### config.mk
export PLATFORM = sky130hd
export DESIGN_NAME = load_buffer_flat
export DESIGN_NICKNAME = d
export VERILOG_FILES = /design/src/rtl/load_buffer_pkg.sv /design/src/rtl/load_buffer_if.sv /design/src/rtl/load_buffer_entry.sv /design/src/rtl/load_buffer.sv /design/src/flat_wrapper.sv
export SDC_FILE = /design/constraint.sdc
export NUM_CORES = 2
export LEC_CHECK = 0
export ABC_AREA = 1
export CORE_ASPECT_RATIO = 2
export CORE_MARGIN = 2
export CORE_UTILIZATION = 39
export DETAILED_ROUTE_END_ITERATION = 12
export SYNTH_ARGS = -nofsm -noshare
export SYNTH_HDL_FRONTEND = slang
export SYNTH_SLANG_ARGS = --single-unit
export TNS_END_PERCENT = 1
### constraint.sdc
create_clock -name CLK -period 9.3 [get_ports CLK]
set_input_delay 2.325 -clock CLK [delete_from_list [all_inputs] [get_ports CLK]]
set_output_delay 2.325 -clock CLK [all_outputs]
set_load 0.03 [all_outputs]
### src/rtl/load_buffer_pkg.sv
// Shared superscalar definitions for the load buffer: default depth, word width,
// the entry record, and the dual-CDB snoop rule used at insertion and while resident.
package load_buffer_pkg;

  localparam int LB_DEPTH = 4;
  localparam int DATA_W   = 32;

  typedef logic [DATA_W-1:0] word_t;

  typedef struct packed {
    logic  valid;
    logic  rdy;
    word_t tag;
    word_t data;
    word_t off;
    word_t dest;
    logic  regwrite;
  } lb_entry_t;

  // A waiting entry takes its base from the first CDB whose tag matches; Cdb0 has priority.
  function automatic lb_entry_t lb_snoop(
    input lb_entry_t e,
    input logic      c0_vld,
    input word_t     c0_tag,
    input word_t     c0_data,
    input logic      c1_vld,
    input word_t     c1_tag,
    input word_t     c1_data
  );
    lb_entry_t r;
    r = e;
    if (!e.rdy) begin
      if (c0_vld && (c0_tag == e.tag)) begin
        r.rdy  = 1'b1;
        r.data = c0_data;
      end else if (c1_vld && (c1_tag == e.tag)) begin
        r.rdy  = 1'b1;
        r.data = c1_data;
      end
    end
    return r;
  endfunction

endpackage

### src/rtl/load_buffer_if.sv
// Issue, CDB, flush and load-stage signals of the load buffer, grouped into one bundle.
interface load_buffer_if
  import load_buffer_pkg::*;
#(
  parameter int DEPTH = LB_DEPTH
);

  logic                   IssueValid;
  logic                   IssueReady;
  word_t                  IssueBaseTag;
  word_t                  IssueBaseData;
  word_t                  IssueOffset;
  word_t                  IssueDest;
  logic                   IssueBaseRdy;
  logic                   IssueRegWrite;
  logic                   Cdb0Valid;
  word_t                  Cdb0Tag;
  word_t                  Cdb0Data;
  logic                   Cdb1Valid;
  word_t                  Cdb1Tag;
  word_t                  Cdb1Data;
  logic                   Flush;
  word_t                  A;
  word_t                  Dest;
  logic                   RegWrite;
  logic [$clog2(DEPTH):0] Count;

  modport master (
    output IssueValid, IssueBaseTag, IssueBaseData, IssueOffset, IssueDest,
           IssueBaseRdy, IssueRegWrite, Cdb0Valid, Cdb0Tag, Cdb0Data,
           Cdb1Valid, Cdb1Tag, Cdb1Data, Flush,
    input  IssueReady, A, Dest, RegWrite, Count
  );

  modport slave (
    input  IssueValid, IssueBaseTag, IssueBaseData, IssueOffset, IssueDest,
           IssueBaseRdy, IssueRegWrite, Cdb0Valid, Cdb0Tag, Cdb0Data,
           Cdb1Valid, Cdb1Tag, Cdb1Data, Flush,
    output IssueReady, A, Dest, RegWrite, Count
  );

endinterface

### src/rtl/load_buffer_entry.sv
// One load-buffer slot: holds a load record and snoops both CDBs for its base tag,
// both on the insertion cycle and every cycle while it waits.
module load_buffer_entry
  import load_buffer_pkg::*;
(
  input  logic      clk,
  input  logic      rst_n,
  input  logic      i_flush,
  input  logic      i_wr,
  input  logic      i_free,
  input  lb_entry_t i_wr_entry,
  input  logic      i_cdb0_vld,
  input  word_t     i_cdb0_tag,
  input  word_t     i_cdb0_data,
  input  logic      i_cdb1_vld,
  input  word_t     i_cdb1_tag,
  input  word_t     i_cdb1_data,
  output lb_entry_t o_entry
);

  lb_entry_t r_ent;
  lb_entry_t w_ins;
  lb_entry_t w_cur;

  always_comb begin
    w_ins = lb_snoop(i_wr_entry, i_cdb0_vld, i_cdb0_tag, i_cdb0_data,
                     i_cdb1_vld, i_cdb1_tag, i_cdb1_data);
    w_cur = lb_snoop(r_ent, i_cdb0_vld, i_cdb0_tag, i_cdb0_data,
                     i_cdb1_vld, i_cdb1_tag, i_cdb1_data);
  end

  // Insert and free never target the same slot: an empty slot is never the dispatching head.
  always_ff @(posedge clk or negedge rst_n) begin
    if (!rst_n) begin
      r_ent <= '0;
    end else if (i_flush) begin
      r_ent <= '0;
    end else if (i_wr) begin
      r_ent <= w_ins;
    end else if (i_free) begin
      r_ent <= '0;
    end else if (r_ent.valid) begin
      r_ent <= w_cur;
    end
  end

  assign o_entry = r_ent;

endmodule

### src/rtl/load_buffer.sv
// In-order load buffer: circular FIFO of loads waiting on their base register,
// dispatching the head as a registered address/destination to the load stage.
module load_buffer
  import load_buffer_pkg::*;
#(
  parameter int DEPTH = LB_DEPTH
)(
  input  logic          CLK,
  input  logic          Reset,
  load_buffer_if.slave  bus
);

  localparam int PW = (DEPTH > 1) ? $clog2(DEPTH) : 1;
  localparam int CW = $clog2(DEPTH) + 1;

  logic [PW-1:0] r_head;
  logic [PW-1:0] r_tail;
  logic [CW-1:0] r_count;
  word_t         r_a;
  word_t         r_dest;
  logic          r_rw;

  lb_entry_t     w_ent [DEPTH];
  lb_entry_t     w_head_ent;
  lb_entry_t     w_issue_ent;
  logic          w_ready;
  logic          w_ins;
  logic          w_disp;

  assign w_ready    = (r_count < CW'(DEPTH));
  assign w_head_ent = w_ent[r_head];
  assign w_ins      = bus.IssueValid && w_ready && !bus.Flush;
  assign w_disp     = w_head_ent.valid && w_head_ent.rdy && !bus.Flush;

  always_comb begin
    w_issue_ent          = '0;
    w_issue_ent.valid    = 1'b1;
    w_issue_ent.rdy      = bus.IssueBaseRdy;
    w_issue_ent.tag      = bus.IssueBaseTag;
    w_issue_ent.data     = bus.IssueBaseData;
    w_issue_ent.off      = bus.IssueOffset;
    w_issue_ent.dest     = bus.IssueDest;
    w_issue_ent.regwrite = bus.IssueRegWrite;
  end

  for (genvar g = 0; g < DEPTH; g++) begin : g_ent
    load_buffer_entry u_ent (
      .clk         (CLK),
      .rst_n       (Reset),
      .i_flush     (bus.Flush),
      .i_wr        (w_ins && (r_tail == PW'(g))),
      .i_free      (w_disp && (r_head == PW'(g))),
      .i_wr_entry  (w_issue_ent),
      .i_cdb0_vld  (bus.Cdb0Valid),
      .i_cdb0_tag  (bus.Cdb0Tag),
      .i_cdb0_data (bus.Cdb0Data),
      .i_cdb1_vld  (bus.Cdb1Valid),
      .i_cdb1_tag  (bus.Cdb1Tag),
      .i_cdb1_data (bus.Cdb1Data),
      .o_entry     (w_ent[g])
    );
  end

  // Pointers wrap naturally because DEPTH is a power of two.
  always_ff @(posedge CLK or negedge Reset) begin
    if (!Reset) begin
      r_head  <= '0;
      r_tail  <= '0;
      r_count <= '0;
    end else if (bus.Flush) begin
      r_head  <= '0;
      r_tail  <= '0;
      r_count <= '0;
    end else begin
      if (w_ins)  r_tail <= r_tail + PW'(1);
      if (w_disp) r_head <= r_head + PW'(1);
      case ({w_ins, w_disp})
        2'b10:   r_count <= r_count + CW'(1);
        2'b01:   r_count <= r_count - CW'(1);
        default: r_count <= r_count;
      endcase
    end
  end

  // Load-stage register: A/Dest hold on bubbles, only RegWrite drops.
  always_ff @(posedge CLK or negedge Reset) begin
    if (!Reset) begin
      r_a    <= '0;
      r_dest <= '0;
      r_rw   <= 1'b0;
    end else if (w_disp) begin
      r_a    <= w_head_ent.data + w_head_ent.off;
      r_dest <= w_head_ent.dest;
      r_rw   <= w_head_ent.regwrite;
    end else begin
      r_rw   <= 1'b0;
    end
  end

  assign bus.IssueReady = w_ready;
  assign bus.Count      = r_count;
  assign bus.A          = r_a;
  assign bus.Dest       = r_dest;
  assign bus.RegWrite   = r_rw;

endmodule

### src/flat_wrapper.sv
// flat-port wrapper written by rule: the top's interface ports become plain ports
module load_buffer_flat import load_buffer_pkg::*;
#(
  parameter int DEPTH = LB_DEPTH
)
  (CLK, Reset, bus_IssueValid, bus_IssueBaseTag, bus_IssueBaseData, bus_IssueOffset, bus_IssueDest, bus_IssueBaseRdy, bus_IssueRegWrite, bus_Cdb0Valid, bus_Cdb0Tag, bus_Cdb0Data, bus_Cdb1Valid, bus_Cdb1Tag, bus_Cdb1Data, bus_Flush, bus_IssueReady, bus_A, bus_Dest, bus_RegWrite, bus_Count);
  load_buffer_if #(.DEPTH(DEPTH)) bus_i ();
  input  logic CLK;
  input  logic Reset;
  input wire logic [$bits(bus_i.IssueValid)-1:0] bus_IssueValid;
  input wire logic [$bits(bus_i.IssueBaseTag)-1:0] bus_IssueBaseTag;
  input wire logic [$bits(bus_i.IssueBaseData)-1:0] bus_IssueBaseData;
  input wire logic [$bits(bus_i.IssueOffset)-1:0] bus_IssueOffset;
  input wire logic [$bits(bus_i.IssueDest)-1:0] bus_IssueDest;
  input wire logic [$bits(bus_i.IssueBaseRdy)-1:0] bus_IssueBaseRdy;
  input wire logic [$bits(bus_i.IssueRegWrite)-1:0] bus_IssueRegWrite;
  input wire logic [$bits(bus_i.Cdb0Valid)-1:0] bus_Cdb0Valid;
  input wire logic [$bits(bus_i.Cdb0Tag)-1:0] bus_Cdb0Tag;
  input wire logic [$bits(bus_i.Cdb0Data)-1:0] bus_Cdb0Data;
  input wire logic [$bits(bus_i.Cdb1Valid)-1:0] bus_Cdb1Valid;
  input wire logic [$bits(bus_i.Cdb1Tag)-1:0] bus_Cdb1Tag;
  input wire logic [$bits(bus_i.Cdb1Data)-1:0] bus_Cdb1Data;
  input wire logic [$bits(bus_i.Flush)-1:0] bus_Flush;
  output wire logic [$bits(bus_i.IssueReady)-1:0] bus_IssueReady;
  output wire logic [$bits(bus_i.A)-1:0] bus_A;
  output wire logic [$bits(bus_i.Dest)-1:0] bus_Dest;
  output wire logic [$bits(bus_i.RegWrite)-1:0] bus_RegWrite;
  output wire logic [$bits(bus_i.Count)-1:0] bus_Count;
  assign bus_i.IssueValid = bus_IssueValid;
  assign bus_i.IssueBaseTag = bus_IssueBaseTag;
  assign bus_i.IssueBaseData = bus_IssueBaseData;
  assign bus_i.IssueOffset = bus_IssueOffset;
  assign bus_i.IssueDest = bus_IssueDest;
  assign bus_i.IssueBaseRdy = bus_IssueBaseRdy;
  assign bus_i.IssueRegWrite = bus_IssueRegWrite;
  assign bus_i.Cdb0Valid = bus_Cdb0Valid;
  assign bus_i.Cdb0Tag = bus_Cdb0Tag;
  assign bus_i.Cdb0Data = bus_Cdb0Data;
  assign bus_i.Cdb1Valid = bus_Cdb1Valid;
  assign bus_i.Cdb1Tag = bus_Cdb1Tag;
  assign bus_i.Cdb1Data = bus_Cdb1Data;
  assign bus_i.Flush = bus_Flush;
  assign bus_IssueReady = bus_i.IssueReady;
  assign bus_A = bus_i.A;
  assign bus_Dest = bus_i.Dest;
  assign bus_RegWrite = bus_i.RegWrite;
  assign bus_Count = bus_i.Count;
  load_buffer #(.DEPTH(DEPTH)) u_core (.CLK(CLK), .Reset(Reset), .bus(bus_i));
endmodule
==> metrics <==
peak supply drop 171.9 uV; status complete, no violations; MaxCap Viol Count 0; area grow syn2layout 16.19%; post-synthesis sequential area ratio 0.4095; skew final 30.03 ps; H-tree depth 2; Crit Path Class in -> reg; clock sinks 596; IO Port Bufs 332; largest net degree at the start of global routing 182; die height 436.2 um; global-route wire length before repair 228.5 mm; Max clock buf depth 3; clock-pin slew of the registers on the worst-case setup and hold paths 70 ps; post-DR vias/cell 5.639; Post-Route WL 154.3 mm; Critical Path AT 6990 ps; syn avg cell area 6.908 um^2; top_reg_cell synth dfrtp_1; Die X-Extent 220.1 um; Boundary Pins 333; number of global-route vias before repair 36.85k; CP endpoint kind register; initial DRC count 3484; DR DRC count 0; startpoint types input pin; # setup viols final 0; Ys Warns 0; DRT Pass-1 Iters 9; top cells by area, synth dfrtp_1, nand2_1, o21ai_0; Post-synth EDFFs 0; initial antenna violation count 5; fmax 156.2 MHz; gpl congestion 0.9992; die area 95990 um^2; Met1 Wirelength 55.78 mm; Synth cell types 48; CTS tree built; remaining global-route overflow 0; clk_lat worst skew 680 ps; Filler cells 9596; Slew headroom 0.1438; TNS Setup 0 ps; Site Rows 158; WL met3 10.69 mm; routed length on met2 75.49 mm; share of cells above drive strength 1 0.05373; vias post-DR 37.55k; Setup WS pre-CTS 2303 ps; Post-CTS Setup Bufs 0; Mapped Cells 5272; cell area after synthesis 36420 um^2; worst min path class reg -> reg; PwrDens 224.3 nW/um^2; fin crit period 6400 ps; Inserted Clock Buffers 58; Yosys top cell area share 0.4095; Detail Placement HPWL 102.3 mm; RSZ-0062 raised after global routing false; CTS resizes 0; Synth async-reset ratio 1.000; WL/cell 23.18 um; Worst Tran Pin Value 1284 ps; uppermost layer routed met5; Initial Util 0.3928; LEAKAGE 20.33 nW; # hold bufs at CTS 0; largest area contributor in the netlist dfrtp_1; flops & latches, synth 596; DRT antenna net count 0; Final period util 0.6882; # nets final 5715; Pins Over Slew Limit 0; worst-path maximum fanout 43; CORE AREA 92720 um^2; Layout Utilization 0.4564; Root Driver clkbuf_16; Fin. Hold Viols 0; Total GRT Usage 0.3169; setup slack after layout 2900 ps; Worst EP required 9890 ps; syn_nets 5577
routing by layer:
layer  track usage  vias up
li1              -    17220
met4        0.2259        2
met1        0.3604    17890
met2        0.5399     1882
met5             0        -
met3       0.04338      558
cell usage after synthesis, drive strengths merged, types with 5 or more instances:
library cell  number
xor2              38
inv              616
ha                39
nor3              14
xnor2             86
o22ai            210
a31oi              5
dfrtp            596
nand2           1457
a21oi            221
nand3            506
buf              137
o21ai            588
nor2             520
nand4             33
a21o               6
o21a               5
clkbuf           163
nand3b             7
sequential cells by signal, indices dropped and copies added, names as in the netlist:
| register | cells |
|---|---|
| u_core.bus.RegWrite | 1 |
| u_core.bus.Count | 3 |
| u_core.r_tail | 2 |
| u_core.g_ent.u_ent.o_entry | 524 |
| u_core.bus.Dest | 32 |
| u_core.r_head | 2 |
| u_core.bus.A | 32 |
where the power goes:
| group | leakage [nW] | internal [mW] | switching (mW) |
|---|---|---|---|
| clock network | 0.989 | 1.47 | 1.14 |
| logic | 11.3 | 1.22 | 2.42 |
| registers | 8.02 | 2.98 | 0.269 |
| total | 20.3 | 5.66 | 3.83 |
through the flow:
step	cell area (um^2)	hold WS, ps	instances	total power [mW]
finish	42310	477.3	6659	9.489
global route	42300	496.3	6653	9.978
CTS	42300	477.5	6653	9.505
detailed placement	40270	460.0	6550	6.888
global placement	40270	455.8	6550	6.855
floorplan	36420	443.6	5272	5.509
critical path, stage by stage:
cell	delay, ps
clkdlybuf4s50_1	750
inv_2	150
nand2_1	130
inv_2	100
nand2_4	430
inv_2	590
nor2_1	280
nand2_2	560
nor2_2	730
buf_4	450
nand3_1	120
nand2_1	80
clkinv_1	80
a21oi_1	160
final timing paths:
kind / startpoint / endpoint / slack, ps / cells past startpoint
worst max register to register: u_core.r_head[0] / u_core.bus.A[30] / 3730 / 15
max in group asynchronous: Reset / u_core.r_head[0] / 6210 / 2
worst min register to register: u_core.g_ent[2].u_ent.o_entry[72] / u_core.g_ent[2].u_ent.o_entry[72] / 480 / 2
min in group asynchronous: Reset / u_core.g_ent[2].u_ent.o_entry[125] / 1570 / 1
worst min-delay path: u_core.g_ent[2].u_ent.o_entry[72] / u_core.g_ent[2].u_ent.o_entry[72] / 480 / 2
worst max-delay path: bus_Flush / u_core.g_ent[0].u_ent.o_entry[67] / 2900 / 14
cells in the final DEF (no fill, tap or decap), drive strengths merged, types with 39 or more instances in the layout:
cell	synthesis	routed
buf	137	48
clkbuf	163	77
dfrtp	596	596
xnor2	86	86
o21ai	588	588
a21oi	221	221
clkdlybuf4s50	0	330
inv	616	616
nand2	1457	1457
nand3	506	506
o22ai	210	210
nor2	520	520
ha	39	39
final cells by class:
class | count | area, um^2 | share of cell area
timing repair buffer | 378 | 3706 | 0.08759
inverter | 619 | 2330 | 0.05506
clock inverter | 26 | 387.9 | 0.009167
clock buffer | 77 | 1643 | 0.03883
sequential | 596 | 14920 | 0.3527
tap | 1200 | 1501 | 0.03548
multi-input combinational | 3757 | 17810 | 0.4209
antenna | 6 | 15.01 | 0.0003548
kinds of logic (layout without fill, tap and decap cells):
group,after synthesis,count (layout),share of synthesized area
DFF,596,596,0.4095
and+or+nand+nor,2546,2546,0.2894
other,0,6,0
AOI/OAI and AO/OA,1046,1046,0.1543
xor gates and xnor gates,124,124,0.02982
adders and majority gates,41,41,0.01450
buffers and inverters,919,1100,0.1025
No activity file was read; power rests on OpenSTA's default activity.
==> RTL edit, RTL diff (config.mk and constraints unchanged) <==
Change the package constant `DATA_W` from 32 to 24.
--- a/src/rtl/load_buffer_pkg.sv
+++ b/src/rtl/load_buffer_pkg.sv
@@ -4,5 +4,5 @@
 
   localparam int LB_DEPTH = 4;
-  localparam int DATA_W   = 32;
+  localparam int DATA_W   = 24;
 
   typedef logic [DATA_W-1:0] word_t;
Interface: changed (10 resized); port bits go from 333 to 253. No check against the original RTL was run, so the function may have changed too.
==> RTL edit against the original RTL <==
Total power decreased by 30%. Register-to-register slack improved by 0.37 ns. Setup slack worse by 0.026 ns. Sequential cell count fell by 144. Critical path type unchanged. Clock power is 25% lower. Count of clock-buffer cells in the layout down 13. Routed wire length decreased by 9.0%. Cell area shrank 22%. First-iteration DRC count down 8.0%. Synthesized area fell by 22%.
==> RTL edit: results (changes against the original RTL) <==
.. list-table::
   :header-rows: 1

   * - Metric
     - Value
   * - Largest driver fanout on the critical path
     - 27 (was 43)
   * - Int Pwr
     - 4.03 mW (was 5.66 mW)
   * - GRT met2 Usage
     - 61.9% (was 54.0%)
   * - Transition time at the pin with the least slew margin
     - 1.33 ns (was 1.28 ns)
   * - Outcome
     - finished clean (unchanged)
   * - Worst setup slack before clock tree synthesis
     - 2.41 ns (was 2.30 ns)
   * - Total wirelength of the detailed-routed design
     - 140,000 um (was 154,000 um)
   * - Number of inserted diodes
     - 7 (was 6)
   * - Number of buffers created by CTS
     - 46 (was 58)
   * - Min-delay src
     - u_core.bus.Dest[7]$_DFFE_PN0P_ (was u_core.g_ent[2].u_ent.o_entry[72]$_DFFE_PN0P_)
   * - Vias in the first global route
     - 30,200 (was 36,900)
   * - First-pass iteration count of the detailed router
     - 6 (was 9)
   * - Synth top cells by count
     - 1,092 x sky130_fd_sc_hd__nand2_1, 467 x sky130_fd_sc_hd__nor2_1, 452 x sky130_fd_sc_hd__dfrtp_1 (was 1,441 x sky130_fd_sc_hd__nand2_1, 596 x sky130_fd_sc_hd__dfrtp_1, 578 x sky130_fd_sc_hd__o21ai_0)
   * - Critical path arrival
     - 6.94 ns (was 6.99 ns)
   * - Via-per-instance ratio
     - 5.80 (was 5.64)
   * - Yosys cell types
     - 47 (was 48)
   * - Flip-flop and latch area
     - 0.0113 sq mm (was 0.0149 sq mm)
   * - Lkg Pwr
     - 15.5 nW (was 20.3 nW)
   * - Tcrit/Tclk final
     - 69.1% (was 68.8%)
   * - Length in cells of the worst reg-to-reg path
     - 13 (was 15)
   * - Flip-flop count of the largest register after layout
     - 396 (was 524)
   * - Relative area of clock buffers and inverters in the final design
     - 4.61% (was 4.80%)
   * - Fillcell total
     - 7,669 (was 9,596)
   * - Max incr delay on CP
     - 0.80 ns (was 0.75 ns)
   * - Adder-cell share of the synthesized area
     - 1.50% (was 1.45%)
   * - VDD IR-drop max
     - 0.126 mV (was 0.172 mV)
   * - Average size of a mapped cell
     - 6.86 sq um (was 6.91 sq um)
   * - Clock share of power
     - 29.5% (was 27.4%)
   * - XOR/XNOR share of the synthesized area
     - 2.64% (was 2.98%)
   * - Ratio of cells with drive above 1 in the final layout
     - 6.12% (was 5.37%)
   * - Sequential-to-total area share from yosys stat
     - 39.6% (was 41.0%)
   * - Count of nets after finishing
     - 4,513 (was 5,715)
   * - Synthesized net count
     - 4,394 (was 5,577)
   * - Number of antenna violations at the first check in global routing
     - 9 (was 5)
   * - Routability-driven placement congestion ratio
     - 1.11 (was 0.999)
[RTL edit: cell count changes after synthesis, moves of 44 or more]
cell,before,now
sky130_fd_sc_hd__clkbuf_1,160,113
sky130_fd_sc_hd__dfrtp_1,596,452
sky130_fd_sc_hd__inv_1,543,403
sky130_fd_sc_hd__inv_2,73,29
sky130_fd_sc_hd__nand2_1,1441,1092
sky130_fd_sc_hd__nand3_1,502,320
sky130_fd_sc_hd__o21ai_0,578,408
sky130_fd_sc_hd__o22ai_1,210,162
[RTL edit: through the flow]
step                utilization (%)  hold WS, ns  total power [mW]  area [sq um]
global route                   45.5        0.488              6.87         33100
floorplan                         -        0.448              3.66         28600
CTS                            45.5        0.475              6.58         33100
detailed placement             43.4        0.458              4.63         31600
finish                         45.6        0.471              6.60         33100
global placement               43.4        0.455              4.62         31600
[RTL edit: per-layer routing]
layer	share of wire, %	up-vias
met1	34	14400
met2	48	1718
met4	11	2
met3	7.9	560
li1	-	13700
met5	0.013	-
